==> src/rtl/alu_panel_ctrl_if.sv <==
// alu_panel_ctrl_if: bundle between the panel controller and the external ALU.
// The controller (master) drives registered operands and opcode; the ALU
// (slave) returns its combinational result and flags.
interface alu_panel_ctrl_if #(
    parameter int N    = 8,
    parameter int OP_W = 6
);
    logic [N-1:0]    ALU_A;
    logic [N-1:0]    ALU_B;
    logic [OP_W-1:0] ALU_OP;
    logic [N-1:0]    ALU_RESULT;
    logic            ALU_ZERO;
    logic            ALU_CARRY;

    modport master (
        output ALU_A, ALU_B, ALU_OP,
        input  ALU_RESULT, ALU_ZERO, ALU_CARRY
    );

    modport slave (
        input  ALU_A, ALU_B, ALU_OP,
        output ALU_RESULT, ALU_ZERO, ALU_CARRY
    );
endinterface

==> src/rtl/alu_panel_ctrl.sv <==
// alu_panel_ctrl: front-panel controller for an external combinational ALU.
// Three buttons load SW into operand A, operand B or the opcode; once all
// three have been loaded the ALU output is captured onto the LEDs two cycles
// after each load pulse. Optional button debounce is enabled by defining
// ALU_PANEL_DEBOUNCE_EN; otherwise the synchronized level is used directly.
// STATE_DBG exposes the FSM state (0 WAIT, 1 EXEC, 2 SHOW).
module alu_panel_ctrl #(
    parameter int N          = 8,
    parameter int OP_W       = 6,
    parameter int DEB_CYCLES = 1000000
) (
    input  logic                    CLK,
    input  logic                    BTN_RESET,
    input  logic [N-1:0]            SW,
    input  logic                    BTN_A,
    input  logic                    BTN_B,
    input  logic                    BTN_OP,
    alu_panel_ctrl_if.master        alu,
    output logic [N-1:0]            LED,
    output logic                    LED_ZERO,
    output logic                    LED_CARRY,
    output logic                    LED_READY,
    output logic [1:0]              STATE_DBG
);

    typedef enum logic [1:0] {
        ST_WAIT = 2'd0,
        ST_EXEC = 2'd1,
        ST_SHOW = 2'd2
    } state_t;

    // Button index: 0 = A, 1 = B, 2 = Op.
    logic [2:0] btn_raw;
    logic [2:0] btn_meta_q;
    logic [2:0] btn_sync_q;
    logic [2:0] lvl;
    logic [2:0] lvl_d1_q;
    logic [2:0] pulse;
    logic       any_pulse;

    logic [1:0] rst_sync_q;
    logic       rst;

    logic [N-1:0]    a_q;
    logic [N-1:0]    b_q;
    logic [OP_W-1:0] op_q;
    logic [2:0]      loaded_q;
    logic [2:0]      loaded_d;

    state_t state_q;
    state_t state_d;
    logic   capture;

    assign btn_raw = {BTN_OP, BTN_B, BTN_A};

    // Reset asserts immediately but releases only on a clock edge.
    always_ff @(posedge CLK or posedge BTN_RESET) begin
        if (BTN_RESET) begin
            rst_sync_q <= 2'b11;
        end else begin
            rst_sync_q <= {rst_sync_q[0], 1'b0};
        end
    end

    assign rst = rst_sync_q[1];

    // Two-flop synchronizer on the raw buttons.
    always_ff @(posedge CLK or posedge rst) begin
        if (rst) begin
            btn_meta_q <= '0;
            btn_sync_q <= '0;
        end else begin
            btn_meta_q <= btn_raw;
            btn_sync_q <= btn_meta_q;
        end
    end

`ifdef ALU_PANEL_DEBOUNCE_EN
    localparam int CW = $clog2(DEB_CYCLES + 1);

    logic [2:0]    lvl_q;
    logic [CW-1:0] cnt_q [3];

    // Accept a new level only after DEB_CYCLES consecutive differing cycles.
    always_ff @(posedge CLK or posedge rst) begin
        if (rst) begin
            lvl_q <= '0;
            for (int i = 0; i < 3; i++) begin
                cnt_q[i] <= '0;
            end
        end else begin
            for (int i = 0; i < 3; i++) begin
                if (btn_sync_q[i] != lvl_q[i]) begin
                    if (cnt_q[i] == CW'(DEB_CYCLES - 1)) begin
                        lvl_q[i] <= btn_sync_q[i];
                        cnt_q[i] <= '0;
                    end else begin
                        cnt_q[i] <= cnt_q[i] + 1'b1;
                    end
                end else begin
                    cnt_q[i] <= '0;
                end
            end
        end
    end

    assign lvl = lvl_q;
`else
    assign lvl = btn_sync_q;
`endif

    // Previous accepted level, for rising-edge detection.
    always_ff @(posedge CLK or posedge rst) begin
        if (rst) begin
            lvl_d1_q <= '0;
        end else begin
            lvl_d1_q <= lvl;
        end
    end

    // A load pulse lasts one cycle; the register it addresses updates on
    // the edge that ends that cycle.
    assign pulse     = lvl & ~lvl_d1_q;
    assign any_pulse = |pulse;
    assign loaded_d  = loaded_q | pulse;

    // Operand/opcode registers and sticky loaded flags.
    always_ff @(posedge CLK or posedge rst) begin
        if (rst) begin
            a_q      <= '0;
            b_q      <= '0;
            op_q     <= '0;
            loaded_q <= '0;
        end else begin
            if (pulse[0]) a_q  <= SW;
            if (pulse[1]) b_q  <= SW;
            if (pulse[2]) op_q <= SW[OP_W-1:0];
            loaded_q <= loaded_d;
        end
    end

    // FSM state register.
    always_ff @(posedge CLK or posedge rst) begin
        if (rst) begin
            state_q <= ST_WAIT;
        end else begin
            state_q <= state_d;
        end
    end

    // FSM next state: a pulse in EXEC keeps it there so the last capture
    // always sees the newest operands.
    always_comb begin
        state_d = state_q;
        capture = 1'b0;
        case (state_q)
            ST_WAIT: begin
                if (any_pulse && (&loaded_d)) state_d = ST_EXEC;
            end
            ST_EXEC: begin
                capture = 1'b1;
                state_d = any_pulse ? ST_EXEC : ST_SHOW;
            end
            ST_SHOW: begin
                if (any_pulse) state_d = ST_EXEC;
            end
            default: state_d = ST_WAIT;
        endcase
    end

    // Capture ALU result and flags on every EXEC cycle.
    always_ff @(posedge CLK or posedge rst) begin
        if (rst) begin
            LED       <= '0;
            LED_ZERO  <= 1'b0;
            LED_CARRY <= 1'b0;
        end else if (capture) begin
            LED       <= alu.ALU_RESULT;
            LED_ZERO  <= alu.ALU_ZERO;
            LED_CARRY <= alu.ALU_CARRY;
        end
    end

    assign alu.ALU_A  = a_q;
    assign alu.ALU_B  = b_q;
    assign alu.ALU_OP = op_q;
    assign LED_READY  = (state_q == ST_SHOW);
    assign STATE_DBG  = state_q;

endmodule

==> src/flat_wrapper.sv <==
// flat-port wrapper written by rule: the top's interface ports become plain ports
module alu_panel_ctrl_flat 
#(
    parameter int N          = 8,
    parameter int OP_W       = 6,
    parameter int DEB_CYCLES = 1000000
)
  (CLK, BTN_RESET, SW, BTN_A, BTN_B, BTN_OP, LED, LED_ZERO, LED_CARRY, LED_READY, STATE_DBG, alu_ALU_A, alu_ALU_B, alu_ALU_OP, alu_ALU_RESULT, alu_ALU_ZERO, alu_ALU_CARRY);
  alu_panel_ctrl_if #(.N(N), .OP_W(OP_W)) alu_i ();
  input  logic CLK;
  input  logic BTN_RESET;
  input  logic [N-1:0] SW;
  input  logic BTN_A;
  input  logic BTN_B;
  input  logic BTN_OP;
  output logic [N-1:0] LED;
  output logic LED_ZERO;
  output logic LED_CARRY;
  output logic LED_READY;
  output logic [1:0] STATE_DBG;
  output wire logic [$bits(alu_i.ALU_A)-1:0] alu_ALU_A;
  output wire logic [$bits(alu_i.ALU_B)-1:0] alu_ALU_B;
  output wire logic [$bits(alu_i.ALU_OP)-1:0] alu_ALU_OP;
  input wire logic [$bits(alu_i.ALU_RESULT)-1:0] alu_ALU_RESULT;
  input wire logic [$bits(alu_i.ALU_ZERO)-1:0] alu_ALU_ZERO;
  input wire logic [$bits(alu_i.ALU_CARRY)-1:0] alu_ALU_CARRY;
  assign alu_ALU_A = alu_i.ALU_A;
  assign alu_ALU_B = alu_i.ALU_B;
  assign alu_ALU_OP = alu_i.ALU_OP;
  assign alu_i.ALU_RESULT = alu_ALU_RESULT;
  assign alu_i.ALU_ZERO = alu_ALU_ZERO;
  assign alu_i.ALU_CARRY = alu_ALU_CARRY;
  alu_panel_ctrl #(.N(N), .OP_W(OP_W), .DEB_CYCLES(DEB_CYCLES)) u_core (.CLK(CLK), .BTN_RESET(BTN_RESET), .SW(SW), .BTN_A(BTN_A), .BTN_B(BTN_B), .BTN_OP(BTN_OP), .alu(alu_i), .LED(LED), .LED_ZERO(LED_ZERO), .LED_CARRY(LED_CARRY), .LED_READY(LED_READY), .STATE_DBG(STATE_DBG));
endmodule
==> config.mk <==
export PLATFORM = sky130hd
export DESIGN_NAME = alu_panel_ctrl_flat
export DESIGN_NICKNAME = d
export VERILOG_FILES = /design/src/rtl/alu_panel_ctrl_if.sv /design/src/rtl/alu_panel_ctrl.sv /design/src/flat_wrapper.sv
export SDC_FILE = /design/constraint.sdc
export NUM_CORES = 1
export LEC_CHECK = 0
export CAP_MARGIN = 0
export CORE_UTILIZATION = 44
export DETAILED_ROUTE_END_ITERATION = 8
export GPL_TIMING_DRIVEN = 0
export PLACE_DENSITY_LB_ADDON = 0.15
export SYNTH_ARGS = -nofsm -noshare
export SYNTH_HDL_FRONTEND = slang
export SYNTH_SLANG_ARGS = --single-unit
==> constraint.sdc <==
create_clock -name CLK -period 1.7 [get_ports CLK]
set_clock_uncertainty 0.1 [all_clocks]
set_input_delay 0.17 -clock CLK [delete_from_list [all_inputs] [get_ports CLK]]
set_output_delay 0.17 -clock CLK [all_outputs]
set_load 0.03 [all_outputs]
==> results.toml <==
[timing]
hold_viol = 0
maxSlewViolCount = 0
relSlewSlack = 0.402
period_minus_slack_ns = 1.61
worst_slew_pin_slew_ns = 0.896
max_freq_mhz = 622
hold_ws_ns = 0.0874
setup_violations = 0
rsz0062_at_grt = "no"
period_share = 0.946

[placement]
port_buffers = 57
gp_congestion = 0.723
dp_hpwl_um = 2240

[yosys]
muxShareOfSynthArea = 0.156
synth_top_family_by_area = "multiplexers"
synth_fa_ha_area_frac = 0
ys_types = 18
synth_area_um2 = 1740
synth_compound_area_frac = 0.0187
ys_ff_latch = 48
syn_nets = 145
syn_inst = 122
yosysSeqAreaShare = 0.694
yosysWarningCount = 0
synthXorXnorAreaFrac = 0
avgSynthCellArea_um2 = 14.2
synthSimpleGateAreaFrac = 0.0959

[worst_setup_path]
critical-path-top-delay-family = "buffers and inverters"
crit_fanout = 2
worstPathCellList = "clkdlybuf4s50_1"
crit_buf_inv = 1
start_kind = "register"
critPathSlowestCell = "clkdlybuf4s50_1"
r2r-start = "u_core.btn_sync_q[0]"
required_ns = 1.43
end_kind = "primary output"
cp.arrival_ns = 1.34
crit_start = "u_core.LED[1]"
critical_path_depth = 1
rr_worst_depth = 3
critPathKind = "reg -> out"
cpPeakStageDelay_ns = 0.67

[route]
wire_per_inst_um = 13.5
viasPerCell = 4.73
ant_nets = 0
wl_um = 3180
drt_first_pass_iters = 4
vias = 1112
drc = 0
drt_iter0_drc = 39

[finish]
layout_common_cells = "54 x clkdlybuf4s50_1, 46 x dfrtp_1, 27 x nand2_1, 22 x mux2_2"
drive_gt1_frac = 0.214
fin_nets = 209
final_common_cell = "clkdlybuf4s50_1"
num_antenna_cells = 0
syn_to_final_growth_pct = 42.1
fillCellCount = 283

[clock_network]
tritoncts = "done"
clk_latency_ns = 0.30
numCtsBuffers = 5
cts.clk_slew.worst_paths_ns = 0.08
htree_num_levels = 2
cts_max_path_buffers = 2
cts_sinks = 48
cts_root_buf = "clkbuf_8"

[power_and_ir_drop]
total_power_uw = 3070
power_density_nw_per_um2 = 1250
leakage_uw = 0.00112
irDropWorstVdd_mv = 0.638

[global_route]
grt_first_pass_wirelength_um = 5130
track_usage = 0.173
grt_pass1_vias = 1142
grt-ovfl-total = 0
grt_max_degree = 47
antenna_found_initial = 0

[die]
dieArea_um2 = 4200
start_util = 0.467
chipWidth_um = 64.8
core_um2 = 3720
die_h_um = 64.8
fp-row-count = 22
ios = 58

[flow_run]
maxCapViolCount = 0

[status]
status = "completed"

[min_path]
hold_class = "in -> async"
==> metrics by stage <==
stage / utilization / worst slack (ns) / cell area, um^2 / std cells / setup TNS (ns)
final: 0.664 / 0.0925 / 2470 / 235 / 0
after global routing: 0.664 / 0.0481 / 2470 / 235 / 0
after CTS: 0.665 / 0.0536 / 2470 / 235 / 0
after detailed placement: 0.637 / 0.117 / 2370 / 227 / 0
after global placement: 0.637 / -0.185 / 2370 / 227 / -8.50
after floorplan: - / 0.169 / 1740 / 122 / 0
==> cell usage after synthesis <==
| master | number | area share |
|---|---|---|
| nand3_1 | 1 | 0.0029 |
| clkbuf_1 | 1 | 0.0022 |
| nand2_1 | 27 | 0.058 |
| nor2b_1 | 1 | 0.0036 |
| a222oi_1 | 1 | 0.0058 |
| conb_1 | 1 | 0.0022 |
| a32oi_1 | 1 | 0.0050 |
| dfrtp_1 | 46 | 0.66 |
| buf_6 | 2 | 0.013 |
| dfstp_2 | 2 | 0.030 |
| a21oi_1 | 1 | 0.0029 |
| inv_1 | 6 | 0.013 |
| nand2b_1 | 2 | 0.0072 |
| nand2b_4 | 3 | 0.024 |
| buf_2 | 2 | 0.0058 |
| mux2_2 | 22 | 0.14 |
| o31a_1 | 1 | 0.0050 |
| mux2_1 | 2 | 0.013 |
==> metal layers <==
layer | track usage | up-vias | wire length, um
met4 | 0.108 | 0 | 80
met2 | 0.301 | 28 | 1670
met3 | 0.0423 | 8 | 141
met1 | 0.188 | 558 | 1290
li1 | - | 518 | -
met5 | 0 | - | 0
==> repair_timing <==
action / CTS / global route
hold buffers: 0 / 0
buffers inserted: 0 / 0
gates resized for setup: 3 / 2
pin swaps: 0 / 0
setup endpoints to repair: 3 / 1
==> sequential cells by signal, summed over array words and instances (netlist names) <==
register           flops
u_core.lvl_d1_q        3
u_core.alu.ALU_B       8
u_core.loaded_q        3
u_core.rst_sync_q      2
u_core.STATE_DBG       2
u_core.alu.ALU_OP      6
u_core.btn_sync_q      3
u_core.LED             8
u_core.btn_meta_q      3
u_core.alu.ALU_A       8
u_core.LED_CARRY       1
u_core.LED_ZERO        1
==> power by group <==
group / total (uW) / switching, uW / internal [uW] / leakage, uW
Sequential: 1390 / 84.2 / 1300 / 0.000555
Combinational: 904 / 481 / 423 / 0.000505
Clock: 782 / 346 / 436 / 0.0000552
==> cell type report <==
class / count / area (um^2) / share of cell area
buffer: 5 / 36.3 / 0.0147
clock buffer: 6 / 72.6 / 0.0294
clock inverter: 2 / 35.0 / 0.0142
inverter: 6 / 22.5 / 0.00913
multi-input combinational: 63 / 473 / 0.192
sequential: 48 / 1200 / 0.488
tap: 48 / 60.1 / 0.0244
timing repair buffer: 57 / 563 / 0.228
==> logic make-up after synthesis <==
family,after synthesis
compound gates,4
buf+inv,11
flops,48
mux,24
other cells,1
simple gates,34
==> path summary, 6_finish.rpt <==
check                                        to  slack, ns
hold / removal             u_core.rst_sync_q[0]       0.09
hold reg to reg            u_core.btn_sync_q[1]       0.25
max in group asynchronous   u_core.alu.ALU_A[0]       0.59
setup / recovery                         LED[1]       0.09
setup reg to reg            u_core.alu.ALU_A[5]       0.33
min in group CLK           u_core.btn_meta_q[0]       0.20
Power figures use the tool's default switching activity.
